**src/rtl/hfifo_led_drain.sv**
```systemverilog
// rtl/hfifo_led_drain.sv - pops hfifo entries one at a time and holds each on the LEDs for DWELL cycles
//
// Ports:
//   SYSTEM_CLOCK  in   single clock, rising edge
//   reset         in   synchronous, active-high
//   rdy           in   FIFO holds at least one entry
//   fifo_dout     in   FIFO read data, valid the cycle after pop
//   freeze        in   pauses draining and the dwell countdown
//   pop           out  one-cycle FIFO read strobe (high only in POP)
//   leds          out  currently displayed value
//   busy          out  high in POP, CAPTURE and HOLD
//   shown_count   out  values displayed since reset, wraps at 256

module hfifo_led_drain #(
    parameter int WIDTH = 4,
    parameter int DWELL = 100000000,
    parameter int CNT_W = 28
) (
    input  logic             SYSTEM_CLOCK,
    input  logic             reset,
    input  logic             rdy,
    input  logic [WIDTH-1:0] fifo_dout,
    input  logic             freeze,
    output logic             pop,
    output logic [WIDTH-1:0] leds,
    output logic             busy,
    output logic [7:0]       shown_count
);

    typedef enum logic [1:0] {
        IDLE    = 2'd0,
        POP     = 2'd1,
        CAPTURE = 2'd2,
        HOLD    = 2'd3
    } state_t;

    // Loaded in CAPTURE so that HOLD lasts exactly DWELL cycles (DWELL-1 down to 0).
    localparam logic [CNT_W-1:0] RELOAD = CNT_W'(DWELL - 1);

    state_t           state;
    logic [CNT_W-1:0] dwell_cnt;

    // pop and busy are registered alongside the state so each is a clean
    // function of the state being entered.
    always_ff @(posedge SYSTEM_CLOCK) begin
        if (reset) begin
            state       <= IDLE;
            pop         <= 1'b0;
            busy        <= 1'b0;
            leds        <= '0;
            shown_count <= 8'd0;
            dwell_cnt   <= '0;
        end else begin
            case (state)
                IDLE: begin
                    if (rdy && !freeze) begin
                        state <= POP;
                        pop   <= 1'b1;
                        busy  <= 1'b1;
                    end
                end

                POP: begin
                    state <= CAPTURE;
                    pop   <= 1'b0;
                end

                // The entry is already popped, so freeze and rdy do not matter here.
                CAPTURE: begin
                    leds        <= fifo_dout;
                    shown_count <= shown_count + 8'd1;
                    dwell_cnt   <= RELOAD;
                    state       <= HOLD;
                end

                HOLD: begin
                    if (!freeze) begin
                        if (dwell_cnt != '0) begin
                            dwell_cnt <= dwell_cnt - CNT_W'(1);
                        end else if (rdy) begin
                            // Straight to the next entry: no IDLE bubble.
                            state <= POP;
                            pop   <= 1'b1;
                        end else begin
                            state <= IDLE;
                            busy  <= 1'b0;
                        end
                    end
                end

                default: begin
                    state <= IDLE;
                    pop   <= 1'b0;
                    busy  <= 1'b0;
                end
            endcase
        end
    end

endmodule

```
**config.mk**
```make
export PLATFORM = sky130hd
export DESIGN_NAME = hfifo_led_drain
export DESIGN_NICKNAME = d
export VERILOG_FILES = /design/src/rtl/hfifo_led_drain.sv
export SDC_FILE = /design/constraint.sdc
export NUM_CORES = 1
export LEC_CHECK = 0
export ABC_AREA = 0
export CAP_MARGIN = 40
export CORE_MARGIN = 3
export CORE_UTILIZATION = 56
export DETAILED_ROUTE_END_ITERATION = 6
export GPL_TIMING_DRIVEN = 0
export PLACE_DENSITY = 0.78
export RECOVER_POWER = 25
export SYNTH_ARGS = -nofsm -noshare
export SYNTH_HDL_FRONTEND = slang
export SYNTH_SLANG_ARGS = --single-unit
```
**constraint.sdc**
```tcl
create_clock -name SYSTEM_CLOCK -period 2.7 [get_ports SYSTEM_CLOCK]
set_input_delay 0.81 -clock SYSTEM_CLOCK [delete_from_list [all_inputs] [get_ports SYSTEM_CLOCK]]
set_output_delay 0.81 -clock SYSTEM_CLOCK [all_outputs]
set_load 0.02 [all_outputs]
```
## After elaboration in Yosys (flattened, before gate mapping)

Cells that the tools add are included.

- Register bits: 44
- Input bits: 8
- Output and inout bits: 14
- Logic and storage cells: 45

- Add/subtract/negate cells: 2
- Equality and inequality tests: 9
- Muxes and demuxes: 17
- Reduce and logical (&&, ||, !) cells: 11

Operators by type and width:

| kind | number |
|---|---|
| 2-to-1 mux 28 bit | 2 |
| case mux 28 bit (2 select lines) | 1 |
| nonzero test 28 bit | 1 |
| subtractor 28 x 1 -> 28 bit (second input constant) | 1 |
| inequality test 2 bit (second input constant) | 6 |
| AND reduction 5 bit | 2 |
| adder 8 x 1 -> 8 bit (second input constant) | 1 |
| 2-to-1 mux 1 bit | 8 |
| case mux 2 bit (4 select lines) | 1 |
| 2-to-1 mux 2 bit | 3 |
| AND reduction 3 bit | 2 |
| equality test 2 bit (second input constant) | 2 |
| nonzero test 2 bit | 2 |
| case mux 1 bit (3 select lines) | 1 |
| nonzero test 3 bit | 1 |
| equality test 2 x 1 -> 1 bit (second input constant) | 1 |
| zero test 2 bit | 1 |
| case mux 1 bit (2 select lines) | 1 |
| logical AND 1 bit | 1 |
| zero test 1 bit | 1 |

## Depth between registers and ports, before layout

Gate-level depths: netlist (run 1).

- Depth after elaboration: 4
- Depth in mapped cells: 10
- Depth with buffers taken out: 7

## Least setup slack after synthesis (run 1)

No wires, ideal clock.

- Path type: register -> register
- Start point: register dwell_cnt[8]
- End point: register dwell_cnt[13]
- Arrival: 2.133 ns
- Required time: 2.626 ns
- Slack: 0.492 ns
- Stages on the path, launching flop included: 9
- Buffers on the path: 3
- Clock period less this slack: 2.208 ns
- Cells stage by stage: dfxtp_1 > or4_4 > or4_1 > buf_2 > o21ai_2 > buf_6 > buf_12 > o21ai_1 > a31oi_1

- Word-level cells in the longest chain between the ends: 4

Ends and longest elaborated chain:

| what | RTL line | source |
|---|---|---|
| start, declared | 41 | `logic [CNT_W-1:0] dwell_cnt;` |
| start signal, assigned | 79 | `dwell_cnt <= dwell_cnt - CNT_W'(1);` |
| subtractor 28 x 1 -> 28 bit | 79 |  |
| 2-to-1 mux 28 bit | 78 | `if (dwell_cnt != '0) begin` |
| 2-to-1 mux 28 bit | 77 | `if (!freeze) begin` |
| case mux 28 bit (2 select lines) | 54 | `case (state)` |

Several ways; a longest one is shown, not always the timed one. The select of a mux whose other input is x is not followed.
A chain may end at the register's enable or synchronous reset.

## Worst setup path after layout (run 1)

- Start point: register dwell_cnt[0]
- End point: register dwell_cnt[14]

Same word-level chain as after synthesis.

==> results of run 1 <==
## final timing paths
check / from / end / slack (ns) / cells past startpoint
setup / recovery: dwell_cnt[0] / dwell_cnt[14] / 0.19 / 8
hold / removal: leds[0] / leds[0] / 0.49 / 2
setup reg to reg: dwell_cnt[0] / dwell_cnt[14] / 0.19 / 8
hold reg to reg: leds[0] / leds[0] / 0.49 / 2
## logic make-up (layout without fill, tap and decap cells)
kind of cell	Yosys count	count (layout)	share of synthesized area [%]
AO/OA/AOI/OAI	71	71	21.6
XOR/XNOR	8	8	3.07
adder cells (fa/ha/maj)	7	7	3.84
buffers and inverters	23	51	4.99
flip-flops	44	44	38.6
multiplexers	5	5	2.19
AND/OR/NAND/NOR	101	101	25.8
## placed cells by master, fill, tap and decap left out, types with 7 or more instances in the layout
cell             synthesis  routed
clkbuf_1                10      11
or3_1                   17      17
a21oi_1                 12      12
ha_1                     7       7
or4_1                   12      12
inv_1                    7       7
nor2_1                  21      21
o31ai_1                 11      11
nor3_1                   9       9
clkdlybuf4s50_1          0      18
dfxtp_1                 44      44
nand2_1                 10      10
a31oi_1                 16      16
## worst min-delay path, stage by stage, from the launching register on
cell	delay, ns
dfxtp_1	0.32
mux2i_1	0.06
nor2_1	0.07
## per-layer routing
metal | vias to the layer above | GRT usage (%) | wire (µm)
met5 | - | 0 | 0
met3 | 8 | 5.32 | 175
met1 | 955 | 29.3 | 2460
met2 | 32 | 32.9 | 2290
met4 | 0 | 6.38 | 69
li1 | 1039 | - | -
## timing repair
item / in CTS / in global routing
gates resized for setup: 0 / 1
hold buffers: 0 / 0
setup endpoints to repair: 0 / 2
## state kept, by name (all words and copies together), names as in the netlist
| signal | flops |
|---|---|
| leds | 4 |
| shown_count | 8 |
| busy | 1 |
| dwell_cnt | 28 |
| state | 2 |
| pop | 1 |
## stage by stage
| stage | cell area (µm²) | hold slack (ns) | cells | power (mW) |
|---|---|---|---|---|
| finish | 2640 | 0.491 | 335 | 2.96 |
| global route | 2640 | 0.523 | 335 | 3.23 |
| CTS | 2640 | 0.500 | 335 | 2.95 |
| detailed placement | 2540 | 0.481 | 327 | 2.51 |
| global placement | 2540 | 0.469 | 327 | 2.47 |
| floorplan | 2280 | 0.447 | 259 | 2.13 |
## power by group through the flow
| stage | Clock [mW] | Combinational [mW] | Sequential (mW) |
|---|---|---|---|
| after floorplan | 0 | 1.19 | 0.946 |
| after global placement | 0 | 1.52 | 0.946 |
| after detailed placement | 0 | 1.56 | 0.951 |
| after CTS | 0.437 | 1.58 | 0.936 |
| after global routing | 0.460 | 1.81 | 0.962 |
| final | 0.423 | 1.59 | 0.944 |
## cell type report
cell class	instances	area, µm²	area share [%]
Sequential cell	44	881	33.3
Clock buffer	6	82.6	3.13
Timing Repair Buffer	20	200	7.58
Multi-Input combinational cell	192	1290	49.0
Inverter	7	26.3	0.994
Buffer	16	87.6	3.31
Clock inverter	2	10.0	0.379
Tap cell	48	60.1	2.27
==> flow_summary.json, run 1 <==
{
  "outcome": "finished, final reports clean",
  "synthArstFlopShare_pct": 0,
  "fp.dieH_um": 69.9,
  "ys_seq_area_share_pct": 38.6,
  "syn_area_um2": 2280,
  "drc": 0,
  "grt_pass1_wl_mm": 8.48,
  "crit_fanout": 7,
  "cp.arrival_ns": 2.74,
  "ys_ff_latch": 44,
  "syn_to_final_growth_pct": 15.7,
  "postRouteAntennaNets": 0,
  "num_antenna_cells": 0,
  "drt_iter0_markers": 96,
  "numCtsBuffers": 5,
  "worst_pin_slew_ns": 0.764,
  "cts_root_buf": "clkbuf_8",
  "wl_mm": 4.99,
  "synth_common_cells": "44 x dfxtp_1, 21 x nor2_1, 17 x or3_1",
  "dieArea_um2": 4880,
  "worst_slack_ns": 0.191,
  "cp_num_buf_inv": 2,
  "cts_tree": "done",
  "clock_path_buffers": 2,
  "gp_congestion": 0.836,
  "switching_share_pct": 47.0,
  "nets": 301,
  "htreeDepth": 2,
  "clk_pin_slew_ns": 0.09,
  "p_seq_share_pct": 31.9,
  "crit_path_end_kind": "flip-flop",
  "synth_cell_types": 47,
  "drive_gt1_share_pct": 9.41,
  "port_buffers": 20,
  "hold_violations": 0,
  "avgSynthCellArea_um2": 8.82,
  "setup.worst_path.class": "reg -> reg",
  "synth_area_leaders": "dfxtp_1 39%, or3_1 4.7%, a31oi_1 4.4%",
  "crit_family": "simple AND/OR/NAND/NOR gates",
  "die_w_um": 69.9,
  "fillers": 330,
  "yosys.cell_count.top_type": "dfxtp_1",
  "synth_largest_area_cell": "dfxtp_1",
  "antenna_found_initial": 0,
  "syn_nets": 274,
  "grt_overflow": 0,
  "cts_sinks": 44,
  "p_switching_mw": 1.39,
  "floorplan.initialDensity_pct": 60.1,
  "fp-row-count": 22,
  "grt_use_total_pct": 21.3,
  "clock_latency_ns": 0.30,
  "powerDensity_nw_per_um2": 1120,
  "io_pins": 22,
  "post_cts_buffers": 0,
  "vias": 2034,
  "fin_crit_ns": 2.51,
  "syn_inst": 259,
  "firstDrtPassIters": 4,
  "peakVddDrop_mv": 0.607,
  "maxCapViolations": 0,
  "yosys.area.top_type_share_pct": 38.6,
  "dp_worst_setup_slack_ns": -0.0416,
  "leakagePower_nw": 0.954,
  "holdCritPathClass": "reg -> reg",
  "cpMaxStageDelayCell": "or4_1",
  "fin_crit_sh_pct": 92.9,
  "p_clk_share_pct": 14.3,
  "maxSlewViolCount": 0,
  "comb_power_share_pct": 53.8,
  "skew_ns": 0.0119,
  "max-slew-margin-rel_pct": 48.9,
  "intPower_mw": 1.57,
  "via_per_inst": 6.07,
  "ys.flop_type": "dfxtp_1",
  "synth_edf_count": 0,
  "path_cells": "inv_1, ha_1, nor3b_1, nand2_1, or3_1, clkbuf_1, or4_1, a31oi_1",
  "rsz0062_at_grt": "false",
  "grt_max_degree": 14,
  "final_core_util_pct": 69.6,
  "grt_pass1_vias": 1822,
  "totalNegativeSetupSlack_ns": 0,
  "fmax_ghz": 0.399,
  "core-area_um2": 3800,
  "critPathMaxStageDelay_ns": 0.49,
  "hpwl_mm": 3.61,
  "synth-warning-count": 0,
  "start_kind": "flip-flop",
  "wl_per_cell_um": 14.9,
  "required_ns": 2.93,
  "setup_viol": 0
}
Power figures use the tool's default switching activity.
==> run 2: changes to the inputs <==
--- a/config.mk
+++ b/config.mk
@@ -7,7 +7,6 @@
 export LEC_CHECK = 0
 export ABC_AREA = 0
 export CAP_MARGIN = 40
-export CORE_MARGIN = 3
 export CORE_UTILIZATION = 56
 export DETAILED_ROUTE_END_ITERATION = 6
 export GPL_TIMING_DRIVEN = 0
==> flow_summary.json, run 2 (synthesis gave the netlist of run 1 again) <==
{
  "required_ns": 2.92,
  "numCtsBuffers": 5,
  "drive_gt1_share_pct": 9.76,
  "peakVddDrop_mv": 0.832,
  "htreeDepth": 2,
  "firstDrtPassIters": 4,
  "clk_pin_slew_ns": 0.09,
  "via_per_inst": 6.32,
  "floorplan.initialDensity_pct": 60.6,
  "antenna_found_initial": 0,
  "wl_per_cell_um": 15.4,
  "hold_violations": 0,
  "final_core_util_pct": 70.4,
  "fp-row-count": 22,
  "layout_commonest_cell": "dfxtp_1",
  "port_buffers": 20,
  "crit_path_end_kind": "flip-flop",
  "io_pins": 22,
  "grt_use_total_pct": 27.5,
  "largest_reg_flops": 28,
  "dpl_cell_area_um2": 2540,
  "cpMaxStageDelayCell": "or4_1",
  "core-area_um2": 3770,
  "cts_tree": "done",
  "fin_area_um2": 2650,
  "crit_fanout": 7,
  "grt_pass1_wl_mm": 9.26,
  "start_kind": "flip-flop",
  "regMostFlops": "dwell_cnt",
  "postRouteAntennaNets": 0,
  "cts_sinks": 44,
  "holdCritPathClass": "reg -> reg",
  "setup.worst_path.class": "reg -> reg",
  "leakagePower_nw": 0.948,
  "nets": 301,
  "final_cell_mix": "44 x dfxtp_1, 21 x nor2_1, 18 x clkdlybuf4s50_1",
  "grt_overflow": 0,
  "cts_root_buf": "clkbuf_8",
  "outcome": "finished, final reports clean",
  "totalNegativeSetupSlack_ns": 0,
  "fmax_ghz": 0.401,
  "die_w_um": 65.9,
  "power.total_mw": 3.01,
  "fillers": 295,
  "fin_crit_ns": 2.49,
  "clock_latency_ns": 0.29,
  "critPathMaxStageDelay_ns": 0.48,
  "rsz0062_at_grt": "false",
  "drt_iter0_markers": 155,
  "grt_max_degree": 15,
  "vias": 2117,
  "fp.dieH_um": 65.9,
  "clock_path_buffers": 2,
  "worst_pin_slew_ns": 0.829,
  "skew_ns": 0.00955,
  "ctsHoldBuffers": 0,
  "fin_crit_sh_pct": 92.3,
  "wl_mm": 5.16,
  "gp_congestion": 0.804,
  "num_antenna_cells": 0,
  "path_cells": "inv_1, ha_1, nor3b_1, nand2_1, or3_1, clkbuf_1, or4_1, a31oi_1",
  "syn_to_final_growth_pct": 16.2,
  "reg.largest.list": "dwell_cnt x28, shown_count x8, leds x4",
  "powerDensity_nw_per_um2": 1140,
  "setup_viol": 0,
  "grt_pass1_vias": 2040,
  "maxCapViolations": 0,
  "hpwl_mm": 3.62,
  "dieArea_um2": 4340,
  "drc": 0,
  "maxSlewViolCount": 0,
  "cp.arrival_ns": 2.71,
  "max-slew-margin-rel_pct": 44.4
}
run 2: changes by cell type in the layout (fill, tap and decap cells not counted):
cell / before / now
clkinv_2: 2 / 0
clkinvlp_4: 0 / 2
nor4_1: 6 / 5
nor4_2: 2 / 3
run 2: final timing paths:
path	startpoint	endpoint	slack, ns	cells after the start
setup / recovery	dwell_cnt[0]	dwell_cnt[18]	0.21	8
setup reg to reg	dwell_cnt[0]	dwell_cnt[18]	0.21	8
hold reg to reg	shown_count[7]	shown_count[7]	0.49	2
hold / removal	shown_count[7]	shown_count[7]	0.49	2
run 2: layer usage:
metal / wire length, µm / track usage, % / vias up
met5: 0 / 0 / -
met4: 72 / 8.97 / 0
met3: 255 / 5.00 / 6
met2: 2450 / 45.5 / 57
met1: 2390 / 35.8 / 1016
li1: - / - / 1038
run 2: final cells by class:
class | count | area [µm²] | area share (%)
multi-input cells | 192 | 1300 | 49.0
flip-flops and latches | 44 | 881 | 33.2
repair buffers | 20 | 200 | 7.54
plain buffers | 16 | 87.6 | 3.30
clock buffers | 6 | 82.6 | 3.11
well taps | 48 | 60.1 | 2.26
inverters | 7 | 26.3 | 0.990
clock inverters | 2 | 15.0 | 0.566
run 2: critical path: cells and delay by family, from the launching register on:
family	cells	cell delay, ns
simple gates	4	1.37
flops	1	0.37
buf+inv	2	0.29
fa+ha+maj	1	0.21
compound gates	1	0.17
run 2: where the power goes:
| part | switching [mW] | internal [mW] |
|---|---|---|
| clock | 0.226 | 0.207 |
| combinational | 1.05 | 0.584 |
| sequential | 0.163 | 0.787 |
| total | 1.44 | 1.58 |
run 2: timing repair:
action	4_1_cts	5_1_grt
endpoints found under the setup margin	0	4
buffers inserted	0	0
gates resized for setup	0	2
run 2: stage by stage:
stage / setup slack, ns / instances / hold slack, ns
6_report: 0.209 / 335 / 0.491
4_1_cts: 0.156 / 335 / 0.495
5_1_grt: 0.00743 / 335 / 0.541
3_3_place_gp: -0.0515 / 327 / 0.467
2_1_floorplan: 0.492 / 259 / 0.447
3_5_place_dp: -0.0622 / 327 / 0.482
==> run 3: changes to the inputs <==
--- a/config.mk
+++ b/config.mk
@@ -12,6 +12,7 @@
 export GPL_TIMING_DRIVEN = 0
 export PLACE_DENSITY = 0.78
 export RECOVER_POWER = 25
+export SKIP_LAST_GASP = 1
 export SYNTH_ARGS = -nofsm -noshare
 export SYNTH_HDL_FRONTEND = slang
 export SYNTH_SLANG_ARGS = --single-unit
==> results of run 3 <==
No change in the layout: final DEF, timing and power equal those of run 2.
